==> config.mk <==
export PLATFORM = sky130hd
export DESIGN_NAME = axi_r_stream_tap
export DESIGN_NICKNAME = d
export VERILOG_FILES = /design/src/rtl/eth_helper_pkg.sv /design/src/rtl/stream_tap_fifo.sv /design/src/rtl/axi_r_stream_tap.sv
export SDC_FILE = /design/constraint.sdc
export NUM_CORES = 1
export LEC_CHECK = 0
export CAP_MARGIN = 30
export CELL_PAD_IN_SITES_DETAIL_PLACEMENT = 1
export CELL_PAD_IN_SITES_GLOBAL_PLACEMENT = 1
export CORE_ASPECT_RATIO = 0.6
export CORE_MARGIN = 3
export CORE_UTILIZATION = 46
export DETAILED_ROUTE_END_ITERATION = 16
export GPL_TIMING_DRIVEN = 0
export HOLD_SLACK_MARGIN = 0.12
export PLACE_DENSITY_LB_ADDON = 0.12
export SLEW_MARGIN = 20
export SYNTH_ARGS = -nofsm -noshare
export SYNTH_HDL_FRONTEND = slang
export SYNTH_SLANG_ARGS = --single-unit
==> constraint.sdc <==
create_clock -name clk -period 23.8 [get_ports clk]
set_input_delay 4.76 -clock clk [delete_from_list [all_inputs] [get_ports clk]]
set_output_delay 4.76 -clock clk [all_outputs]
set_load 0.01 [all_outputs]
==> src/rtl/eth_helper_pkg.sv <==
// Shared types and word builders for the AXI R-channel stream tap.
package eth_helper_pkg;

    typedef enum logic [1:0] {
        IDLE   = 2'd0,
        HEADER = 2'd1,
        DATA   = 2'd2
    } out_state_e;

    localparam int DROP_MODE_STALL = 0;
    localparam int DROP_MODE_DROP  = 1;

    // Builders work on a wide scratch word; callers size-cast to DATA_WIDTH.
    localparam int MAX_WORD_W = 1024;
    typedef logic [MAX_WORD_W-1:0] word_max_t;

    // Stream type tag placed in the top tw bits of a dw-bit word.
    function automatic word_max_t tag_word(input int dw, input int tw, input word_max_t stype);
        return (stype & ((word_max_t'(1) << tw) - word_max_t'(1))) << (dw - tw);
    endfunction

    function automatic word_max_t mk_header(input int dw, input int tw,
                                            input word_max_t stype, input word_max_t id);
        return tag_word(dw, tw, stype) | id;
    endfunction

    function automatic word_max_t mk_error(input int dw, input int tw,
                                           input word_max_t stype, input logic [1:0] resp);
        return tag_word(dw, tw, stype) | word_max_t'(resp);
    endfunction

    // Terminator: tag plus the flag bit just below it.
    function automatic word_max_t mk_terminator(input int dw, input int tw, input word_max_t stype);
        return tag_word(dw, tw, stype) | (word_max_t'(1) << (dw - tw - 1));
    endfunction

endpackage

==> src/rtl/stream_tap_fifo.sv <==
// Synchronous beat FIFO; full/empty come from registered wrap-bit pointers.
module stream_tap_fifo #(
    parameter int WIDTH = 8,
    parameter int DEPTH = 4
) (
    input  logic             clk,
    input  logic             reset,
    input  logic             push,
    input  logic [WIDTH-1:0] din,
    input  logic             pop,
    output logic [WIDTH-1:0] dout,
    output logic             full,
    output logic             empty
);
    localparam int AW = $clog2(DEPTH);

    logic [AW:0]      wr_ptr_q, wr_ptr_d;
    logic [AW:0]      rd_ptr_q, rd_ptr_d;
    logic [WIDTH-1:0] mem_q [DEPTH];
    logic             do_push, do_pop;

    assign empty   = (wr_ptr_q == rd_ptr_q);
    assign full    = (wr_ptr_q[AW] != rd_ptr_q[AW]) && (wr_ptr_q[AW-1:0] == rd_ptr_q[AW-1:0]);
    assign do_push = push && !full;
    assign do_pop  = pop && !empty;
    assign wr_ptr_d = wr_ptr_q + {{AW{1'b0}}, do_push};
    assign rd_ptr_d = rd_ptr_q + {{AW{1'b0}}, do_pop};
    assign dout    = mem_q[rd_ptr_q[AW-1:0]];

    // Pointer registers; reset empties the FIFO.
    always_ff @(posedge clk) begin
        if (reset) begin
            wr_ptr_q <= '0;
            rd_ptr_q <= '0;
        end else begin
            wr_ptr_q <= wr_ptr_d;
            rd_ptr_q <= rd_ptr_d;
        end
    end

    // Storage array, written at the tail slot.
    always_ff @(posedge clk) begin
        if (do_push) begin
            mem_q[wr_ptr_q[AW-1:0]] <= din;
        end
    end

endmodule

==> src/rtl/axi_r_stream_tap.sv <==
// AXI R-channel tap: forwards R unchanged, buffers accepted beats and replays
// each burst to the stream arbiter as a header word followed by its data.
module axi_r_stream_tap
    import eth_helper_pkg::*;
#(
    parameter int                           DATA_WIDTH        = 128,
    parameter int                           ID_WIDTH          = 32,
    parameter int                           USER_WIDTH        = 64,
    parameter int                           STREAM_TYPE_WIDTH = 3,
    parameter logic [STREAM_TYPE_WIDTH-1:0] STREAM_TYPE       = 3'b010,
    parameter int                           FIFO_DEPTH        = 4,
    parameter int                           DROP_MODE         = 0,
    parameter int                           DROP_CNT_WIDTH    = 16
) (
    input  logic                      clk,
    input  logic                      reset,
    input  logic                      ready,
    output logic                      valid,
    output logic                      in_progress,
    output logic                      last,
    output logic [DATA_WIDTH-1:0]     data,
    output logic [DROP_CNT_WIDTH-1:0] drop_count,
    input  logic [ID_WIDTH-1:0]       AXIM_rid,
    input  logic [DATA_WIDTH-1:0]     AXIM_rdata,
    input  logic [1:0]                AXIM_rresp,
    input  logic                      AXIM_rlast,
    input  logic [USER_WIDTH-1:0]     AXIM_ruser,
    input  logic                      AXIM_rvalid,
    output logic                      AXIM_rready,
    output logic [ID_WIDTH-1:0]       AXIS_rid,
    output logic [DATA_WIDTH-1:0]     AXIS_rdata,
    output logic [1:0]                AXIS_rresp,
    output logic                      AXIS_rlast,
    output logic [USER_WIDTH-1:0]     AXIS_ruser,
    output logic                      AXIS_rvalid,
    input  logic                      AXIS_rready
);
    localparam int ENTRY_W = 1 + ID_WIDTH + DATA_WIDTH;

    logic                      fifo_full, fifo_empty, fifo_push, fifo_pop;
    logic [ENTRY_W-1:0]        fifo_din, fifo_dout;
    logic                      head_last;
    logic [ID_WIDTH-1:0]       head_id;
    logic [DATA_WIDTH-1:0]     head_word;
    logic                      beat, push_beat, push_term, drop_beat;
    logic [DATA_WIDTH-1:0]     beat_word, term_word;
    logic                      mid_burst_q, mid_burst_d;
    logic                      discarding_q, discarding_d;
    logic                      trunc_pending_q, trunc_pending_d;
    logic [DROP_CNT_WIDTH-1:0] drop_count_q, drop_count_d;
    out_state_e                state_q, state_d;

    assign AXIS_rid   = AXIM_rid;
    assign AXIS_rdata = AXIM_rdata;
    assign AXIS_rresp = AXIM_rresp;
    assign AXIS_rlast = AXIM_rlast;
    assign AXIS_ruser = AXIM_ruser;

    // Stall policy gates the handshake on FIFO space; reset reopens the channel.
    always_comb begin
        if (DROP_MODE == DROP_MODE_STALL) begin
            AXIS_rvalid = AXIM_rvalid && (!fifo_full || reset);
            AXIM_rready = AXIS_rready && (!fifo_full || reset);
        end else begin
            AXIS_rvalid = AXIM_rvalid;
            AXIM_rready = AXIS_rready;
        end
    end

    assign beat      = AXIM_rvalid && AXIM_rready;
    assign beat_word = AXIM_rresp[1]
                     ? DATA_WIDTH'(mk_error(DATA_WIDTH, STREAM_TYPE_WIDTH,
                                            word_max_t'(STREAM_TYPE), AXIM_rresp))
                     : AXIM_rdata;
    assign term_word = DATA_WIDTH'(mk_terminator(DATA_WIDTH, STREAM_TYPE_WIDTH,
                                                 word_max_t'(STREAM_TYPE)));

    // Decide whether this cycle pushes a beat, a terminator, or drops the beat.
    always_comb begin
        push_beat = 1'b0;
        push_term = 1'b0;
        drop_beat = 1'b0;
        if (DROP_MODE == DROP_MODE_STALL) begin
            push_beat = beat;
        end else begin
            push_term = trunc_pending_q && !fifo_full;
            push_beat = beat && !fifo_full && !discarding_q && !trunc_pending_q;
            drop_beat = beat && !push_beat;
        end
    end

    assign fifo_push = push_beat || push_term;
    assign fifo_din  = push_term ? {1'b1, {ID_WIDTH{1'b0}}, term_word}
                                 : {AXIM_rlast, AXIM_rid, beat_word};

    // Burst tracking and drop bookkeeping; only a fresh mid-burst drop truncates.
    always_comb begin
        mid_burst_d     = mid_burst_q;
        discarding_d    = discarding_q;
        trunc_pending_d = trunc_pending_q;
        drop_count_d    = drop_count_q;
        if (beat) begin
            mid_burst_d = !AXIM_rlast;
        end
        if (push_term) begin
            trunc_pending_d = 1'b0;
        end
        if (drop_beat) begin
            discarding_d = !AXIM_rlast;
            if (mid_burst_q && !discarding_q) begin
                trunc_pending_d = 1'b1;
            end
            if (drop_count_q != '1) begin
                drop_count_d = drop_count_q + 1'b1;
            end
        end else if (beat && AXIM_rlast) begin
            discarding_d = 1'b0;
        end
    end

    // Control registers for burst tracking and drop accounting.
    always_ff @(posedge clk) begin
        if (reset) begin
            mid_burst_q     <= 1'b0;
            discarding_q    <= 1'b0;
            trunc_pending_q <= 1'b0;
            drop_count_q    <= '0;
        end else begin
            mid_burst_q     <= mid_burst_d;
            discarding_q    <= discarding_d;
            trunc_pending_q <= trunc_pending_d;
            drop_count_q    <= drop_count_d;
        end
    end

    assign drop_count = drop_count_q;

    stream_tap_fifo #(
        .WIDTH (ENTRY_W),
        .DEPTH (FIFO_DEPTH)
    ) u_fifo (
        .clk   (clk),
        .reset (reset),
        .push  (fifo_push),
        .din   (fifo_din),
        .pop   (fifo_pop),
        .dout  (fifo_dout),
        .full  (fifo_full),
        .empty (fifo_empty)
    );

    assign head_last = fifo_dout[ENTRY_W-1];
    assign head_id   = fifo_dout[DATA_WIDTH +: ID_WIDTH];
    assign head_word = fifo_dout[DATA_WIDTH-1:0];

    // Output FSM state register.
    always_ff @(posedge clk) begin
        if (reset) begin
            state_q <= IDLE;
        end else begin
            state_q <= state_d;
        end
    end

    // Next state; a first beat being pushed opens the header without waiting a cycle.
    always_comb begin
        state_d = state_q;
        case (state_q)
            IDLE:    if (!fifo_empty || push_beat) state_d = HEADER;
            HEADER:  if (ready) state_d = DATA;
            DATA:    if (fifo_pop && head_last) state_d = IDLE;
            default: state_d = IDLE;
        endcase
    end

    // Stream outputs and FIFO pop; everything is held quiet while reset is high.
    always_comb begin
        valid       = 1'b0;
        last        = 1'b0;
        in_progress = 1'b0;
        data        = '0;
        fifo_pop    = 1'b0;
        if (!reset) begin
            case (state_q)
                HEADER: begin
                    valid       = 1'b1;
                    in_progress = 1'b1;
                    data        = DATA_WIDTH'(mk_header(DATA_WIDTH, STREAM_TYPE_WIDTH,
                                                        word_max_t'(STREAM_TYPE),
                                                        word_max_t'(head_id)));
                end
                DATA: begin
                    valid       = !fifo_empty;
                    in_progress = 1'b1;
                    data        = head_word;
                    last        = head_last;
                    fifo_pop    = !fifo_empty && ready;
                end
                default: ;
            endcase
        end
    end

endmodule
Word level (Yosys, flattened, before mapping)
Memories as Yosys holds them, arrays and structs flattened. A register that Yosys moved wholly into a read port is not among the register bits.
Cells that the tools add are included.
- logic and storage cells: 47
- memories kept: 1
- flip-flop bits (word level): 8
- memory bits (writable): 644
- bits of input ports: 232
- eq/ne operators: 8
- $add $sub $neg: 2
- mux-type cells: 18
- reduce and logical (&&, ||, !) cells: 15
- memory list (memory ; words ; bits a word ; read ports ; clocked after memory_dff ; wr ports ; line ; source):
    u_fifo.mem_q ; 4 ; 161 ; 1 ; 1 ; 1 ; stream_tap_fifo.sv:19 ; logic [WIDTH-1:0] mem_q [DEPTH];
- operator list (operator ; number):
    two-way mux 128 bit ; 2
    one-hot mux 128 bit (2 select lines) ; 1
    two-way mux 1 bit ; 9
    logical AND 1 bit ; 8
    two-way mux 2 bit ; 4
    adder 3 x 1 -> 3 bit ; 2
    != test 2 bit, second input constant ; 3
    one-hot mux 2 bit (3 select lines) ; 1
    equality test 3 bit ; 1
    AND reduction 3 bit ; 1
    equality test 2 x 1 -> 1 bit, second input constant ; 1
    equality test 2 bit ; 1
    equality test 2 bit, second input constant ; 1
    zero test 1 bit ; 2
    zero test 2 bit ; 1
    logical OR 1 bit ; 2
    one-hot mux 1 bit (2 select lines) ; 1
    OR reduction 2 bit ; 1
    != test 1 bit ; 1

Depth between registers and ports, before layout
Gate-level depths: netlist of run 1.
- depth in word-level cells: 9
- gate-level depth with buffers: 9
- depth with buffers taken out: 8

Modules after synthesis
Synthesis of run 1 repeated with hierarchy kept, for this count alone.
- cells, all modules: 1451
- area total of the unflattened synthesis: 27535.2 um^2
- modules (own cells, without submodules) (module ; cells an instance ; area an instance (um^2) ; instances):
    stream_tap_fifo ; 877 ; 23545.1 ; 1
    axi_r_stream_tap ; 574 ; 3990.1 ; 1

Worst setup path before layout of run 1
Ideal clock, no wire load.
- path type: input port to flip-flop
- start: input port AXIM_rvalid
- end: memory u_fifo.mem_q[1][0] (netlist name) (enable)
- cell stages on the path: 2
- library setup time: 0.912 ns
- setup slack: 6.262 ns
- data required time: 22.888 ns
- data arrival time: 16.626 ns
- cells stage by stage: nand3_1 nor3b_1
- cells in the longest elaborated chain, start to end: 4
- RTL lines (element ; line ; source):
    start, declared ; axi_r_stream_tap.sv:28 ; input logic AXIM_rvalid,
    logical AND 1 bit ; axi_r_stream_tap.sv:70 ; assign beat = AXIM_rvalid && AXIM_rready;
    logical AND 1 bit ; stream_tap_fifo.sv:24 ; assign do_push = push && !full;
    two-way mux 1 bit ; stream_tap_fifo.sv:43 ; if (do_push) begin
    two-way mux 1 bit (not written as such) ; stream_tap_fifo.sv:44 ; mem_q[wr_ptr_q[AW-1:0]] <= din;
    end, declared ; stream_tap_fifo.sv:19 ;
No other way between the ends.

Worst setup path after layout of run 1
- start: input port reset
- end: output port data[30]
- cells in the longest elaborated chain, start to end: 1
- RTL lines (element ; line ; source):
    start, declared ; axi_r_stream_tap.sv:16 ; input logic reset,
    two-way mux 128 bit ; axi_r_stream_tap.sv:183 ; if (!reset) begin
    end, declared ; axi_r_stream_tap.sv:21 ; output logic [DATA_WIDTH-1:0] data,
No other way between the ends.

==> out/qor.txt, run 1 <==
Status -> finished, final reports clean
Actual slew at the worst max-slew pin -> 865 ps
Via-to-Cell Ratio -> 5.21
Die width -> 321 µm
Clock Sink Count -> 652
Post-synth ARST share -> 0%
Top_reg_cell synth -> edfxtp_1
Synth area leader -> edfxtp_1
Worst-Skew Late Latency -> 600 ps
Tot Pwr -> 2.54 mW
Post-route ant nets -> 0
Max-slew violation count -> 0
Synth warnings -> 0
RSZ-0062 raised after global routing -> no
GRT Util Overall -> 22.5%
Clk slew on worst S/H paths -> 60 ps
Initial antenna violation count -> 1
DRT Pass-1 Iters -> 5
Comb power frac -> 11.9%
Slew headroom -> 42.1%
Critical path arrival -> 7730 ps
Net Sw Power -> 0.559 mW
H-tree depth -> 2
TritonCTS clock tree -> built
Drt drc -> 0
Routed wire length per instance -> 24.3 µm
Clock skew -> 21.1 ps
Post CTS Setup Buffer Count -> 0
Max_cap viols -> 0
Die span in y -> 195 µm
Layout fillers -> 5151
Nets@finish -> 2362
Power Density -> 69.7 nW/µm²
Fin. Hold Viols -> 0
Internal -> 1.98 mW
First-pass GRT wire length -> 107000 µm
Post-Syn Area -> 27400 µm²
Crit-path max FO -> 10
Mapped Avg Cell Area -> 19.0 µm²
Clock Power Share -> 37.0%
# setup viols final -> 0
Switching Fraction -> 22.0%
Leakage dissipation -> 12.8 nW
Grt ovf -> 0
Drt total wl -> 71400 µm
Min Hold Slack -> 526 ps
CTS root buf -> clkbuf_16
Register bit count reported by yosys -> 652
Resized Gates After CTS -> 0
Initial core utilization -> 47.1%
Number of global-route vias before repair -> 16600
Sequential area share after synthesis -> 71.0%
Fmax -> 0.0800 GHz
Cells after Synth -> 1445
Min cycle time layout -> 12490 ps
Layout area overhead -> 32.5%
Drt initial violations -> 1260
Req. time, crit path -> 19040 ps
Critical Path Start Type -> primary input
Core Region -> 58300 µm²
Clock tree buffer depth -> 3
Netlist cell types -> 39
Flop pwr share -> 51.1%
Share of the synthesized area in the top cell type -> 70.5%
Fin crit share -> 52.5%
I/O pins -> 608
Share of cells above drive strength 1 -> 27.7%
Cts hold-fix bufs -> 0
Largest net degree at the start of global routing -> 44
Top post-synthesis cells by area -> edfxtp_1 (70%), mux4_2 (13%), buf_4 (6.7%)
Worst min path class -> flop to flop
DP Area -> 34500 µm²
Worst VDD drop -> 66.1 µV
HPWL after DPL -> 52100 µm
Kind of critical path -> primary input to output pin
Row count -> 68
Critical Path End Type -> output pin
Post-synth EDFFs -> 644
Total number of vias -> 15300
CTS Buf Count -> 57
Port Buffers -> 526
Gpl congestion -> 0.736
Design area -> 36400 µm²
Die area -> 62700 µm²
[metrics by stage]
stage / setup slack (ps) / utilization [%] / TNS (ps) / std cells
finish: 11310 / 62.4 / 0 / 2939
global route: 11120 / 62.4 / 0 / 2937
CTS: 11290 / 62.4 / 0 / 2936
detailed placement: 11280 / 59.1 / 0 / 2832
global placement: -4150 / 57.9 / -1740270 / 2756
floorplan: 6260 / - / 0 / 1460
[area by class of cell]
class | count | area [µm²] | area share (%)
diodes | 2 | 5.00 | 0.0138
plain buffers | 324 | 2240 | 6.15
clock buffers | 77 | 1610 | 4.44
clock inverters | 27 | 280 | 0.770
inverters | 3 | 11.3 | 0.0310
multi-input cells | 481 | 5780 | 15.9
flip-flops and latches | 652 | 19500 | 53.6
well taps | 770 | 963 | 2.65
repair buffers | 603 | 5990 | 16.5
[Yosys cell counts, types with 2 or more instances]
cell type,count
a22o_1,32
and2_1,2
and3_1,96
buf_1,2
buf_2,14
buf_4,245
buf_6,11
clkbuf_1,52
dfxtp_1,8
edfxtp_1,644
ha_1,8
inv_1,2
mux4_2,161
nand2b_1,2
nor2_1,3
nor2b_1,132
nor3_1,2
nor3b_1,2
or2_2,3
xnor2_1,3
xor2_1,3
[cells in the final DEF (no fill, tap or decap), types with 3 or more instances in the layout]
cell type        instances
clkbuf_8                 7
ha_1                     8
conb_1                  16
buf_2                   14
clkdlybuf4s50_1        526
edfxtp_1               644
bufinv_16                6
xor2_1                   3
and3_1                  95
dfxtp_1                  8
clkinvlp_4               3
a22o_1                  32
xnor2_1                  3
nor2_1                   3
nor2b_1                132
or2_2                    3
buf_4                  296
clkinv_2                 4
clkbuf_16               59
clkinv_1                13
mux4_2                 161
buf_6                   32
clkbuf_1                63
[worst max-delay path, cell delays in order]
cell and delay, ps:
clkdlybuf4s50_1 490, nor2b_1 140, buf_2 290, and2_1 180, clkbuf_1 320, clkbuf_1 670
a22o_1 270, clkdlybuf4s50_1 600
[power groups by stage]
stage / clock [mW] / sequential, mW / combinational, mW
final: 0.938 / 1.30 / 0.302
after global routing: 1.00 / 1.30 / 0.324
after CTS: 0.958 / 1.30 / 0.306
after detailed placement: 0 / 1.32 / 0.304
after global placement: 0 / 1.34 / 0.289
after floorplan: 0 / 1.33 / 0.140
[kinds of logic (layout without fill, tap and decap cells)]
group | Yosys count | in the layout | share of synthesized area, %
muxes | 163 | 163 | 13.3
adders and majority gates | 8 | 8 | 0.365
other | 1 | 18 | 0.0137
xor gates and xnor gates | 6 | 6 | 0.191
and+or+nand+nor | 248 | 248 | 5.63
AOI/OAI and AO/OA | 40 | 40 | 1.29
buffers and inverters | 327 | 1034 | 8.19
DFF | 652 | 652 | 71.0
[layer usage]
layer  GRT usage (%)  vias to the layer above  share of wire, %
met5               0                        -                 0
met4            4.91                        0               2.0
met3            3.74                       89               5.7
met2            38.6                      486                51
met1            30.7                     7948                41
li1                -                     6780                 -
[sequential cells by signal, summed over array words and instances (netlist names)]
register         cells
u_fifo.rd_ptr_q      3
u_fifo.mem_q       644
u_fifo.wr_ptr_q      3
state_q              2
[worst paths after layout]
kind,start,end,slack (ps),depth (start not counted)
setup / recovery,reset,data[30],11310,8
hold / removal,state_q[1],state_q[1],530,2
setup reg to reg,u_fifo.rd_ptr_q[1],u_fifo.mem_q[2][154],19940,12
hold reg to reg,state_q[1],state_q[1],530,2
(Power assumes the default switching activity.)
==> run 2: changes to the inputs <==
CORE_UTILIZATION = 43   (was 46)
clock period = 12.2 ns   (was 23.8 ns; I/O delays follow)
==> out/qor.txt, run 2 (synthesis results as in run 1) <==
First-pass GRT wire length -> 105000 µm (-1.4%)
Clock Sink Count -> 652 (unchanged)
Initial core utilization -> 43.6% (-3.5 points)
Nets@finish -> 2338 (-1.0%)
Clk slew on worst S/H paths -> 60 ps (about the same)
Design area -> 36500 µm² (+0.23%)
Cts hold-fix bufs -> 0 (unchanged)
Routed wire length per instance -> 23.6 µm (-2.7%)
DP Area -> 34600 µm² (+0.48%)
Net Sw Power -> 1.10 mW (+98%)
Post CTS Setup Buffer Count -> 0 (unchanged)
Critical path arrival -> 5420 ps (-2310 ps)
Min Hold Slack -> 529 ps (+3.69 ps)
Drt drc -> 0 (unchanged)
Leakage dissipation -> 12.7 nW (-0.73%)
Actual slew at the worst max-slew pin -> 891 ps (+26.4 ps)
Fmax -> 0.127 GHz
Req. time, crit path -> 9760 ps (-9280 ps)
Grt ovf -> 0 (unchanged)
H-tree depth -> 2 (unchanged)
# setup viols final -> 0 (unchanged)
Worst min path class -> flop to flop
Commonest non-fill, non-tap cell in the layout -> edfxtp_1
Max-slew violation count -> 0 (unchanged)
Inst Count DP -> 2875 (+1.5%)
Clock skew -> 25.7 ps (+4.54 ps)
Critical Path Start Type -> primary input
Drt total wl -> 70500 µm (-1.3%)
DRT Pass-1 Iters -> 5 (unchanged)
Post-route ant nets -> 0 (unchanged)
Drt initial violations -> 1119 (-11%)
Port Buffers -> 526 (unchanged)
TritonCTS clock tree -> built
Total number of vias -> 15100 (-1.3%)
Min cycle time layout -> 7860 ps
Via-to-Cell Ratio -> 5.06 (-2.7%)
Pre-CTS setup slack -> 4340 ps (-6940 ps)
Row count -> 71 (+4.4%)
Die width -> 332 µm (+3.4%)
Gpl congestion -> 0.698 (-5.1%)
Worst setup margin -> 4340 ps (-6970 ps)
Die area -> 67000 µm² (+6.8%)
Internal -> 3.80 mW (+92%)
RSZ-0062 raised after global routing -> no
Largest net degree at the start of global routing -> 40 (-9.1%)
Crit-path max FO -> 11 (+1)
Share of cells above drive strength 1 -> 26.8% (-0.92 points)
CTS root buf -> clkbuf_16
Layout area overhead -> 32.8%
Critical Path End Type -> output pin
Max_cap viols -> 0 (unchanged)
Number of global-route vias before repair -> 16500 (-0.60%)
I/O pins -> 608 (unchanged)
Clock tree buffer depth -> 3 (unchanged)
Fin. Hold Viols -> 0 (unchanged)
Status -> finished, final reports clean
CTS Buf Count -> 59 (+3.5%)
Resized Gates After CTS -> 0 (unchanged)
Comb power frac -> 12.0% (about the same)
Flop pwr share -> 51.6% (+0.5 points)
Most frequent cells in the layout -> edfxtp_1 (644), clkdlybuf4s50_1 (526), buf_4 (245)
Tot Pwr -> 4.90 mW (+93%)
Core Region -> 62900 µm² (+7.9%)
Clock Power Share -> 36.5% (-0.5 points)
Worst VDD drop -> 106 µV (+60%)
Fin crit share -> 64.5%
Power Density -> 134 nW/µm² (+93%)
Slew headroom -> 40.6% (-1.5 points)
Post-route insts no fill -> 2981 (+1.4%)
Switching Fraction -> 22.5% (+0.48 points)
Max FFs per register -> 644 (unchanged)
HPWL after DPL -> 50600 µm (-2.9%)
Worst-Skew Late Latency -> 620 ps (+20 ps)
GRT Util Overall -> 20.8% (-1.8 points)
Kind of critical path -> primary input to output pin
Initial antenna violation count -> 1 (unchanged)
Die span in y -> 202 µm (+3.3%)
## run 2: power groups by stage
stage | registers (mW) | logic [mW] | clock network, mW
after floorplan | 2.58 | 0.272 | 0
after global placement | 2.59 | 0.563 | 0
after detailed placement | 2.58 | 0.593 | 0
after CTS | 2.53 | 0.597 | 1.83
after global routing | 2.53 | 0.631 | 1.93
final | 2.53 | 0.587 | 1.79
## run 2: layer usage
layer,GRT usage (%),part of all wire (%),up-vias
met3,3.81,4.9,62
li1,-,-,6726
met1,27.8,42,7928
met2,36.0,52,379
met4,3.72,1.3,2
met5,0,0.017,-
## run 2: final timing paths
kind                           start              endpoint  slack (ps)  cells past startpoint
setup / recovery               reset              data[29]        4340                      8
setup reg to reg  u_fifo.rd_ptr_q[1]  u_fifo.mem_q[2][111]        8370                     13
hold / removal            state_q[1]            state_q[1]         530                      2
hold reg to reg           state_q[1]            state_q[1]         530                      2
## run 2: final cells by class
type,count,area (µm²)
multi-input cells,481,5800
clock inverters,22,186
plain buffers,324,2240
diodes,1,2.50
repair buffers,577,6060
flip-flops and latches,652,19500
inverters,3,11.3
clock buffers,82,1630
fillers,5691,26400
well taps,839,1050
## run 2: metrics by stage
| stage | util, % | setup TNS, ps |
|---|---|---|
| floorplan | - | 0 |
| finish | 58.0 | 0 |
| detailed placement | 55.1 | 0 |
| global route | 58.0 | 0 |
| CTS | 57.9 | 0 |
| global placement | 53.8 | -1526430 |
## run 2: worst max-delay path, stage by stage
cell,delay (ps)
clkdlybuf4s50_1,500
nor2b_1,130
buf_2,280
and2_1,180
clkbuf_1,320
clkbuf_1,670
a22o_1,310
clkdlybuf4s50_1,560
